===== src/rtl/mmio_timer.sv =====
// mmio_timer: memory-mapped interval timer with sticky IRQ and free-running
// SysTick, sitting on the data side of the multi-cycle MIPS core.
// Optional build macro TIMER_PRESCALE_EN: divide the TL tick by PRESCALE.
module mmio_timer #(
  parameter logic [31:0] BASE_ADDR = 32'h4000_0000,
  parameter int unsigned PRESCALE  = 4
) (
  input  logic        clk,
  input  logic        reset,
  input  logic [31:0] Address,
  input  logic [31:0] Write_data,
  input  logic        MemRead,
  input  logic        MemWrite,
  output logic [31:0] Read_data,
  output logic        Sel,
  output logic        IRQ
);

  localparam logic [2:0]  OFF_TH      = 3'd0;
  localparam logic [2:0]  OFF_TL      = 3'd1;
  localparam logic [2:0]  OFF_TCON    = 3'd2;
  localparam logic [2:0]  OFF_SYSTICK = 3'd5;
  localparam logic [31:0] ALL_ONES    = '1;

  logic [31:0] th;
  logic [31:0] tl;
  logic [2:0]  tcon;
  logic [31:0] systick;
  logic [2:0]  offset;
  logic        wr_en;
  logic        wr_th;
  logic        wr_tl;
  logic        wr_tcon;
  logic        tick;
  logic        overflow;
  logic        hw_set;

  assign Sel     = (Address[31:5] == BASE_ADDR[31:5]);
  assign offset  = Address[4:2];
  assign wr_en   = Sel && MemWrite;
  assign wr_th   = wr_en && (offset == OFF_TH);
  assign wr_tl   = wr_en && (offset == OFF_TL);
  assign wr_tcon = wr_en && (offset == OFF_TCON);
  assign IRQ     = tcon[2];

`ifdef TIMER_PRESCALE_EN
  localparam logic [15:0] PRE_LAST = 16'(PRESCALE - 1);
  logic [15:0] pre_cnt;
  logic        unused_bits;
  assign unused_bits = ^Address[1:0];

  // Tick only on the last prescaler count while enabled
  assign tick = tcon[0] && (pre_cnt == PRE_LAST);

  // Prescaler: counts enabled cycles, cleared by disabling EN or writing TL
  always_ff @(posedge clk or posedge reset) begin
    if (reset)
      pre_cnt <= '0;
    else if ((wr_tcon && !Write_data[0]) || wr_tl)
      pre_cnt <= '0;
    else if (tcon[0])
      pre_cnt <= (pre_cnt == PRE_LAST) ? '0 : pre_cnt + 16'd1;
  end
`else
  logic unused_bits;
  assign unused_bits = ^{Address[1:0], 32'(PRESCALE)};

  // Without the prescaler every enabled cycle is a tick
  assign tick = tcon[0];
`endif

  assign overflow = tick && (tl == ALL_ONES);
  // A TL write on the same edge discards the tick, so it also discards the flag
  assign hw_set   = overflow && tcon[1] && !wr_tl;

  // Combinational read mux; zero when no load targets the window
  always_comb begin
    Read_data = '0;
    if (Sel && MemRead) begin
      case (offset)
        OFF_TH:      Read_data = th;
        OFF_TL:      Read_data = tl;
        OFF_TCON:    Read_data = {29'd0, tcon};
        OFF_SYSTICK: Read_data = systick;
        default:     Read_data = '0;
      endcase
    end
  end

  // Reload register: software-written only; overflow reloads use the old value
  always_ff @(posedge clk or posedge reset) begin
    if (reset)
      th <= '0;
    else if (wr_th)
      th <= Write_data;
  end

  // Counter: CPU write beats tick; overflow reloads from TH
  always_ff @(posedge clk or posedge reset) begin
    if (reset)
      tl <= '0;
    else if (wr_tl)
      tl <= Write_data;
    else if (overflow)
      tl <= th;
    else if (tick)
      tl <= tl + 32'd1;
  end

  // Control/status: hardware ST set wins over a software clear on the same edge
  always_ff @(posedge clk or posedge reset) begin
    if (reset)
      tcon <= '0;
    else if (wr_tcon)
      tcon <= {Write_data[2] | hw_set, Write_data[1:0]};
    else if (hw_set)
      tcon[2] <= 1'b1;
  end

  // Free-running cycle counter, wraps silently
  always_ff @(posedge clk or posedge reset) begin
    if (reset)
      systick <= '0;
    else
      systick <= systick + 32'd1;
  end

endmodule


===== config.mk =====
export PLATFORM = sky130hd
export DESIGN_NAME = mmio_timer
export DESIGN_NICKNAME = d
export VERILOG_FILES = /design/src/rtl/mmio_timer.sv
export SDC_FILE = /design/constraint.sdc
export NUM_CORES = 1
export LEC_CHECK = 0
export CAP_MARGIN = 20
export CORE_UTILIZATION = 45
export DETAILED_ROUTE_END_ITERATION = 6
export PLACE_DENSITY = 0.66
export SLEW_MARGIN = 20
export SYNTH_ARGS = -nofsm -noshare
export SYNTH_HDL_FRONTEND = slang
export SYNTH_SLANG_ARGS = --single-unit

===== constraint.sdc =====
create_clock -name clk -period 7.45 [get_ports clk]
set_clock_uncertainty 0.2 [all_clocks]
set_input_delay 1.49 -clock clk [delete_from_list [all_inputs] [get_ports clk]]
set_output_delay 1.49 -clock clk [all_outputs]
set_load 0.005 [all_outputs]

Word level (Yosys, flattened, before mapping)

Index checks and enable logic that the tools add are counted.

Register bits after elaboration: 99
Input port bits: 68
Output and inout port bits: 34
Word-level logic and storage cells: 32

Add/sub/neg operators: 2
Equality and inequality tests: 5
Multiplexer cells: 7
Bitwise gates (word level): 1
Reduce and logical (&&, ||, !) cells: 12

Operator list:

| operator              | number |
|---|---|
| $mux 32               | 4 |
| $pmux 32 s4           | 1 |
| $add 32x1->32 const B | 2 |
| $eq 32x32->1 const B  | 1 |
| $eq 27x26->1 const B  | 1 |
| $logic_and 1x1->1     | 8 |
| $eq 3x1->1 const B    | 1 |
| $eq 3x2->1 const B    | 1 |
| $eq 3x3->1 const B    | 1 |
| $logic_not 3->1       | 1 |
| $reduce_bool 3->1     | 1 |
| $mux 1                | 2 |
| $reduce_bool 2->1     | 1 |
| $logic_not 1->1       | 1 |
| $or 1x1->1            | 1 |

Longest topological paths before layout

Gate-level depths: netlist of the first run.

Depth in word-level cells: 7
Mapped depth: 9
Gate-level depth less buffers: 6

Worst setup path before layout of the first run

Ideal clock, no wire load.

Path kind: input to output
Start: in Address[22]
End: out Read_data[21]
Arrival time: 2.843 ns
Slack: 2.917 ns
Cell stages on the path: 7
Path buffers: 2
Path through: nor4_2 nand3_1 nor2_4 nand4b_1 buf_2 buf_1 nor2_1

Longest elaborated chain between the ends: 3

RTL lines:

| item              | RTL line | RTL |
|---|---|---|
| start, declared   | 10       | `input logic [31:0] Address,` |
| $eq 27x26->1      | 38       | `assign Sel = (Address[31:5] == BASE_ADDR[31:5]);` |
| named net Sel     | 15       | `output logic Sel,` |
| $logic_and 1x1->1 | 79       | `if (Sel && MemRead) begin` |
| $mux 32           | 79       |  |
| end, declared     | 14       | `output logic [31:0] Read_data,` |

The timed path passes the listed nets, and every way through them passes these cells.

Worst setup path after layout of the first run

Start: in Address[6]
End: out Read_data[24]

Longest elaborated chain between the ends: 3

RTL lines:

| item              | RTL line |
|---|---|
| $eq 27x26->1      | 38 |
| $logic_and 1x1->1 | 79 |
| $mux 32           | 79 |

No other way between the ends.

==> results of run 1 <==
==> worst max-delay path: stages <==
cell and delay [ps]:
clkdlybuf4s50_1 420, nor4_2 320, nand4_2 510, nor2_4 380, nand4b_1 190, buf_4 240, nor2_1 130, clkdlybuf4s50_1 510
==> layer usage <==
metal,global-route usage,vias to the layer above,share of wire
met5,0,-,0
met4,0.0949,0,0.023
met3,0.0583,31,0.052
met2,0.417,188,0.47
met1,0.339,2778,0.45
li1,-,2568,-
==> worst paths after layout <==
| kind | to | slack [ps] | cells past startpoint |
|---|---|---|---|
| max | Read_data[24] | 1560 | 8 |
| min | systick[31]$_DFF_PP0_ | 270 | 1 |
| max reg2reg | tl[29]$_DFFE_PP0P_ | 4520 | 6 |
| min reg2reg | systick[31]$_DFF_PP0_ | 270 | 1 |
| max in group asynchronous | tl[8]$_DFFE_PP0P_ | 4570 | 3 |
| min in group asynchronous | systick[24]$_DFF_PP0_ | 1370 | 2 |
==> logic make-up after synthesis <==
family / Yosys count / share of synthesized area
AOI/OAI and AO/OA: 116 / 0.132
buffers and inverters: 59 / 0.0454
adders and majority gates: 2 / 0.00393
muxes: 72 / 0.143
xor gates and xnor gates: 37 / 0.0509
and+or+nand+nor: 267 / 0.236
DFF: 99 / 0.389
==> state kept, by name, indices dropped and copies added (netlist names) <==
name / count
systick: 32
th: 32
tl: 32
tcon: 3
==> cells in the mapped netlist (all sizes together), types with 5 or more instances <==
library cell / number / area (um2)
nor2: 61 / 239
mux2i: 9 / 90.1
nand3: 34 / 188
xor2: 13 / 114
xnor2: 24 / 210
buf: 24 / 156
nand2: 52 / 195
nor2b: 6 / 37.5
mux2: 63 / 822
a211oi: 6 / 45.0
o21ai: 23 / 115
a21oi: 9 / 48.8
nand4: 22 / 150
inv: 14 / 52.6
and3: 15 / 93.8
clkbuf: 20 / 76.3
o211ai: 7 / 52.6
dfrtp: 99 / 2480
a31oi: 9 / 56.3
nor4: 20 / 171
and4: 15 / 134
o31a: 5 / 43.8
o31ai: 13 / 113
nor3: 22 / 121
a22oi: 30 / 225
==> final cells by class <==
cell class                      count  area, um2
Fill cell                        1238       6120
Tap cell                          180        225
Clock buffer                       13        260
Inverter                           15       58.8
Clock inverter                      2       35.0
Sequential cell                    99       2480
Multi-Input combinational cell    494       3600
Timing Repair Buffer              108       1050
==> power by group through the flow <==
stage / clock network [mW] / logic, mW / registers, mW
final: 0.483 / 0.0804 / 0.537
after CTS: 0.492 / 0.0813 / 0.537
after global placement: 0 / 0.0802 / 0.548
after detailed placement: 0 / 0.0810 / 0.548
after global routing: 0.505 / 0.0865 / 0.537
after floorplan: 0 / 0.0300 / 0.548
==> layout by cell type, fill, tap and decap left out, types with 4 or more instances in the layout <==
cell and n:
xor2_1 13, a31oi_1 9, o31a_1 5, mux2_4 30, nand4_1 20, nor2_1 58, inv_1 13, a21oi_1 8
nand3_1 32, nor2b_1 6, clkbuf_16 9, mux2i_1 9, clkdlybuf4s50_1 98, nand2_1 52, o21ai_1 9, a211oi_1 6
buf_4 9, o31ai_1 10, nand2b_1 4, and4_1 14, xnor2_1 24, nor4_1 14, nor3_1 21, o21ai_0 14
nor4_2 5, dfrtp_1 99, a22oi_1 30, and3_1 15, mux2_2 33, o211ai_1 7
==> metrics by stage <==
stage                     instances  setup slack (ps)
final                           911              1560
after global routing            911              1400
after CTS                       911              1560
after detailed placement        896              1560
after global placement          896              1620
after floorplan                 652              2920
==> impl_metrics.py, run 1 <==
metrics = {
    "critical_path": {
        "cp_max_fo": 16,
        "critical_path_class": "input port to output pin",
        "cp.arrival_ps": 4200,
        "startpoint_type": "input port",
        "cp-startpoint": "Address[6]",
        "worst_setup_path_end_kind": "output pin",
        "r2r-start": "tl[0]$_DFFE_PP0P_",
        "critPathRequiredTime_ps": 5760,
    },
    "clock_network": {
        "cts_max_level": 3,
        "ctsHoldBuffers": 0,
        "clk_path_buf_depth": 2,
        "path_clk_slew_ps": 70,
        "cts_tree": "yes",
        "cts_sinks": 99,
        "clkLatencyLatePin_ps": 360,
        "cts_buffers": 9,
        "cts_root_buf": "clkbuf_16",
        "post_cts_resized": 0,
        "cts_setup_buffers": 0,
    },
    "pwr": {
        "power_frac_comb": 0.073,
        "p_leak_nw": 3.22,
        "p_seq_frac": 0.488,
        "vdd_drop_max_mv": 0.107,
        "p_clk_frac": 0.439,
        "total_power_mw": 1.10,
        "swShare": 0.223,
        "power.density_nw_per_um2": 143,
        "intPower_mw": 0.855,
        "switchingPower_mw": 0.245,
    },
    "placed_design": {
        "port_buffers": 99,
        "place_area_um2": 7420,
        "gp_congestion": 0.845,
        "hpwlAfterDp_um": 12400,
    },
    "detailed_routing": {
        "postRouteAntennaNets": 0,
        "wl_um": 18100,
        "drc": 0,
        "drtIter0Drc": 429,
        "viasPerCell": 6.11,
        "via_count": 5565,
        "drt-pass1-iter-count": 6,
        "wl_per_cell_um": 19.8,
    },
    "grt": {
        "grt_antenna_before_repair": 0,
        "grt_pass1_wl_um": 29300,
        "grt_overflow_total": 0,
        "grt_max_degree": 51,
        "grtUsageTotal": 0.259,
        "grt_pass1_vias": 5530,
    },
    "synth": {
        "yosysUniqueCellTypes": 64,
        "yosysWarnings": 0,
        "async_reset_ff_frac": 1.00,
        "synth-seq-cells": 99,
        "synth_enable_flop_cells": 0,
        "syn_area_per_cell_um2": 9.76,
        "yosysSeqAreaShare": 0.389,
        "synth_top_flop_cell": "dfrtp_1",
        "syn-num-nets": 722,
        "synthesis.area_um2": 6360,
        "synth_cells": 652,
    },
    "floorplanning": {
        "die_width_um": 121,
        "die_y_um": 121,
        "core_area_um2": 13800,
        "ioPinCount": 102,
        "dieArea_um2": 14600,
        "rows": 43,
        "initial_core_util": 0.460,
    },
    "sta": {
        "maxSlewHeadroom": 0.355,
        "fin_tns_setup_ps": 0,
        "tightest_slew_ps": 968,
        "min_period_ps": 5890,
        "setup_violations": 0,
        "final-hold-violation-count": 0,
        "slew_viol_final": 0,
        "worst_hold_slack_ps": 271,
        "fmax_mhz": 170,
        "period_share": 0.791,
        "rsz0062_at_grt": "no",
    },
    "finish": {
        "n_antenna_cell": 0,
        "layout-drive-gt1-share": 0.153,
        "design_area_um2": 7710,
        "final_core_util": 0.558,
        "fin_nets": 797,
        "syn_to_final_growth_pct": 21.2,
    },
    "hold_path": {
        "holdCritPathClass": "flop to flop",
        "min_from": "systick[31]$_DFF_PP0_",
    },
    "flow_run": {
        "maxCapViolCount": 0,
    },
    "status": {
        "status": "finished clean",
    },
}
(Power assumes the default switching activity.)
==> run 2, diff against run 1 <==
- PLACE_DENSITY: 0.66 -> 0.69
- clock period: 7.45 -> 5.3 ns (I/O delays scaled with it)
==> run 2 against run 1 <==
Net effect: combinational power up 46%; setup slack worse by 950 ps; sequential share of layout area is 0.31 points lower; clock power grew 42%; global-route usage rose by 0.079 points; count of clock-buffer cells in the layout down 1; utilization is 0.54 points higher.
==> impl_metrics.py, run 2 (synthesis results as in run 1) <==
metrics = {
    "flow_run": {
        "maxCapViolCount": 0,
    },
    "grt": {
        "grt_antenna_before_repair": 0,
        "grt_overflow_total": 0,
        "grt_pass1_vias": 5618,
        "grt_max_degree": 50,
        "grtUsageTotal": 0.259,
        "grt_pass1_wl_um": 29200,
    },
    "placed_design": {
        "place_ws_ps": 639,
        "dp.cells": 904,
        "port_buffers": 99,
        "place_area_um2": 7480,
        "hpwlAfterDp_um": 12900,
        "gp_congestion": 0.884,
    },
    "critical_path": {
        "startpoint_type": "input port",
        "cp_max_fo": 14,
        "worst_setup_path_end_kind": "output pin",
        "rrSetupSlack_ps": 2170,
        "critical_path_class": "input port to output pin",
        "critPathRequiredTime_ps": 4040,
        "reg2reg_to": "tl[15]$_DFFE_PP0P_",
        "crit_path_frequent_cell": "clkdlybuf4s50_1",
        "crit_chain": "clkdlybuf4s50_1 > nor4_2 > nand3_1 > nor2_4 > nand4b_1 > buf_4 > nor2_1 > clkdlybuf4s50_1",
        "critPathMaxStageDelay_ps": 510,
        "rr_worst_depth": 5,
        "cp.arrival_ps": 3430,
        "cp_slowest_cell": "clkdlybuf4s50_1",
        "r2r-start": "tcon[0]$_DFFE_PP0P_",
    },
    "detailed_routing": {
        "drc": 0,
        "postRouteAntennaNets": 0,
        "drt-pass1-iter-count": 5,
        "via_count": 5563,
        "drtIter0Drc": 374,
        "wl_um": 18200,
        "wl_per_cell_um": 19.8,
        "viasPerCell": 6.05,
    },
    "clock_network": {
        "clk_path_buf_depth": 2,
        "cts_root_buf": "clkbuf_16",
        "clkLatencyLatePin_ps": 360,
        "cts_setup_buffers": 0,
        "path_clk_slew_ps": 60,
        "post_cts_resized": 0,
        "ctsHoldBuffers": 0,
        "cts_sinks": 99,
        "cts_max_level": 3,
        "cts_buffers": 9,
        "cts_tree": "yes",
    },
    "sta": {
        "tightest_slew_ps": 1060,
        "fin_tns_setup_ps": 0,
        "min_period_ps": 4690,
        "rsz0062_at_grt": "no",
        "period_share": 0.885,
        "maxSlewHeadroom": 0.287,
        "fmax_mhz": 213,
        "worst_hold_slack_ps": 293,
        "slew_viol_final": 0,
        "final-hold-violation-count": 0,
        "setup_violations": 0,
        "setup_slack_ps": 607,
    },
    "pwr": {
        "total_power_mw": 1.56,
        "p_leak_nw": 3.27,
        "vdd_drop_max_mv": 0.143,
        "power.density_nw_per_um2": 200,
    },
    "finish": {
        "fin_nets": 805,
        "n_antenna_cell": 0,
        "syn_to_final_growth_pct": 22.3,
        "layout-drive-gt1-share": 0.164,
        "fill_cells": 1229,
        "final_cells": 920,
        "layout_common_cells": "99 x clkdlybuf4s50_1, 99 x dfrtp_1, 58 x nor2_1",
        "final_core_util": 0.563,
        "design_area_um2": 7790,
        "top_regs": "systick: 32 flops, th: 32 flops, tl: 32 flops",
    },
    "hold_path": {
        "whs_endpoint": "systick[17]$_DFF_PP0_",
        "min_from": "systick[17]$_DFF_PP0_",
        "holdCritPathClass": "flop to flop",
        "holdPathStages": 1,
    },
    "floorplanning": {
        "rows": 43,
        "die_width_um": 121,
        "ioPinCount": 102,
        "core_area_um2": 13800,
        "initial_core_util": 0.460,
        "dieArea_um2": 14600,
        "die_y_um": 121,
    },
    "status": {
        "status": "finished clean",
    },
}
==> run 2: critical path: cells and delay by family <==
kind | cells | cell delay [ps]
and+or+nand+nor | 5 | 1200
buffers and inverters | 3 | 1150
==> run 2: cell type report <==
| cell class | instances | area, um2 | share of cell area |
|---|---|---|---|
| Clock buffer | 12 | 256 | 0.0329 |
| Clock inverter | 4 | 48.8 | 0.00627 |
| Inverter | 15 | 58.8 | 0.00755 |
| Multi-Input combinational cell | 494 | 3600 | 0.462 |
| Sequential cell | 99 | 2480 | 0.318 |
| Tap cell | 180 | 225 | 0.0289 |
| Timing Repair Buffer | 116 | 1120 | 0.144 |
==> run 2: report_power, final <==
part / switching (mW) / leakage [nW] / internal, mW
combinational: 0.0560 / 1.81 / 0.0609
clock: 0.294 / 0.153 / 0.391
sequential: 0.000000143 / 1.31 / 0.755
total: 0.350 / 3.27 / 1.21
==> run 2: how the worst max path moves through the flow <==
stage,start,end,cells past startpoint
floorplan,reset,systick[0]$_DFF_PP0_,1
global placement,Address[22],Read_data[27],8
detailed placement,Address[22],Read_data[29],8
CTS,Address[22],Read_data[31],8
global route,Address[22],Read_data[24],8
finish,Address[22],Read_data[31],8
==> run 2: metal layers <==
metal / track usage / routed length (um)
met2: 0.420 / 8710
met3: 0.0508 / 1030
met1: 0.343 / 8030
met4: 0.0980 / 418
met5: 0 / 0
==> run 3, diff against run 2 <==
- GPL_ROUTABILITY_DRIVEN: unset -> 0
- MAX_ROUTING_LAYER: unset -> met4
- SETUP_SLACK_MARGIN: unset -> 0.3
==> run 3 against run 2 <==
Net effect: sequential share of layout area is the same; largest power group unchanged; critical endpoint unchanged; wire length is 0.25% higher; combinational power about the same; global-route usage grew 0.71 points; die area did not move; power is 0.18% higher.
==> impl_metrics.py, run 3 (synthesis results as in run 1) <==
metrics = {
    "sta": {
        "period_share": 0.887,
        "rsz0062_at_grt": "no",
        "tightest_slew_ps": 1060,
        "fmax_mhz": 213,
        "maxSlewHeadroom": 0.291,
        "min_period_ps": 4700,
        "setup_slack_ps": 602,
        "worst_hold_slack_ps": 295,
        "fin_tns_setup_ps": 0,
        "slew_viol_final": 0,
        "setup_violations": 0,
        "final-hold-violation-count": 0,
    },
    "critical_path": {
        "cp_num_buf_inv": 3,
        "cp_max_fo": 14,
        "worst_setup_path_end_kind": "output pin",
        "critical_path.top_delay_family": "simple AND/OR/NAND/NOR gates",
        "critPathRequiredTime_ps": 4040,
        "startpoint_type": "input port",
        "rr_worst_depth": 5,
        "critical_path_class": "input port to output pin",
        "critPathMaxStageDelay_ps": 520,
        "r2r-start": "tcon[0]$_DFFE_PP0P_",
        "cp_slowest_cell": "clkdlybuf4s50_1",
        "cp.arrival_ps": 3440,
        "crit_chain": "clkdlybuf4s50_1 > nor4_2 > nand3_1 > nor2_4 > nand4b_1 > buf_4 > nor2_1 > clkdlybuf4s50_1",
        "crit_path_frequent_cell": "clkdlybuf4s50_1",
        "reg2reg_to": "tl[15]$_DFFE_PP0P_",
        "cp-startpoint": "Address[22]",
        "rrSetupSlack_ps": 2170,
    },
    "floorplanning": {
        "die_y_um": 121,
        "core_area_um2": 13800,
        "rows": 43,
        "die_width_um": 121,
        "initial_core_util": 0.460,
        "ioPinCount": 102,
        "dieArea_um2": 14600,
    },
    "hold_path": {
        "min_from": "systick[17]$_DFF_PP0_",
        "holdCritPathClass": "flop to flop",
        "whs_endpoint": "systick[17]$_DFF_PP0_",
        "holdPathStages": 1,
    },
    "finish": {
        "n_antenna_cell": 0,
        "layout_common_cells": "99 x clkdlybuf4s50_1, 99 x dfrtp_1, 58 x nor2_1",
        "top_regs": "systick: 32 flops, th: 32 flops, tl: 32 flops",
        "syn_to_final_growth_pct": 22.3,
        "design_area_um2": 7790,
        "fin_nets": 805,
        "layout-drive-gt1-share": 0.164,
    },
    "detailed_routing": {
        "drc": 0,
        "drtIter0Drc": 422,
        "postRouteAntennaNets": 0,
        "drt-pass1-iter-count": 5,
        "via_count": 5572,
        "viasPerCell": 6.06,
        "wl_per_cell_um": 19.8,
        "wl_um": 18200,
    },
    "placed_design": {
        "port_buffers": 99,
        "place_ws_ps": 639,
        "hpwlAfterDp_um": 12900,
        "place_area_um2": 7480,
    },
    "pwr": {
        "vdd_drop_max_mv": 0.143,
        "p_leak_nw": 3.27,
        "power.density_nw_per_um2": 200,
    },
    "clock_network": {
        "cts_max_level": 3,
        "cts_tree": "yes",
        "path_clk_slew_ps": 60,
        "clk_path_buf_depth": 2,
        "ctsHoldBuffers": 0,
        "cts_sinks": 99,
        "post_cts_resized": 0,
        "cts_root_buf": "clkbuf_16",
        "clkLatencyLatePin_ps": 360,
        "cts_buffers": 9,
        "cts_setup_buffers": 0,
    },
    "grt": {
        "grt_overflow_total": 0,
        "grt_pass1_vias": 5622,
        "grt_pass1_wl_um": 29200,
        "grtUsageTotal": 0.266,
        "grt_antenna_before_repair": 0,
        "grt_max_degree": 50,
        "gr-usage-met2": 0.420,
        "grt_use_met3": 0.0484,
        "gr-max-usage-layer": "met2",
        "grtUsageMet1": 0.343,
    },
    "status": {
        "status": "finished clean",
    },
    "flow_run": {
        "maxCapViolCount": 0,
    },
}
==> run 3: cell counts in the layout (fill, tap and decap cells not counted) <==
No cell type changed its count.
==> run 3: worst max path at each step <==
stage	to	slack (ps)	cells after the start
2_1_floorplan	systick[0]$_DFF_PP0_	1450	1
4_1_cts	Read_data[31]	630	8
5_1_grt	Read_data[24]	460	8
3_3_place_gp	Read_data[27]	650	8
6_report	Read_data[31]	600	8
3_5_place_dp	Read_data[29]	640	8
==> run 3: metal layers <==
layer	vias up	part of all wire
met2	192	0.48
met3	31	0.054
met5	-	0
met4	0	0.020
met1	2769	0.45
li1	2580	-
==> run 3: final cells by class <==
class,instances,area (um2)
fill,1229,6040
multi-input combinational,494,3600
sequential,99,2480
timing repair buffer,116,1120
clock buffer,12,256
tap,180,225
inverter,15,58.8
clock inverter,4,48.8
==> run 3: power by group <==
group	internal (mW)	switching, mW
logic	0.0609	0.0562
clock network	0.391	0.297
registers	0.755	0.000000144
total	1.21	0.353
==> run 3: stage by stage <==
step / instances / utilization / power (mW)
floorplan: 652 / - / 0.812
global placement: 904 / 0.541 / 0.886
detailed placement: 904 / 0.541 / 0.887
CTS: 920 / 0.563 / 1.57
global route: 920 / 0.563 / 1.60
finish: 920 / 0.563 / 1.56
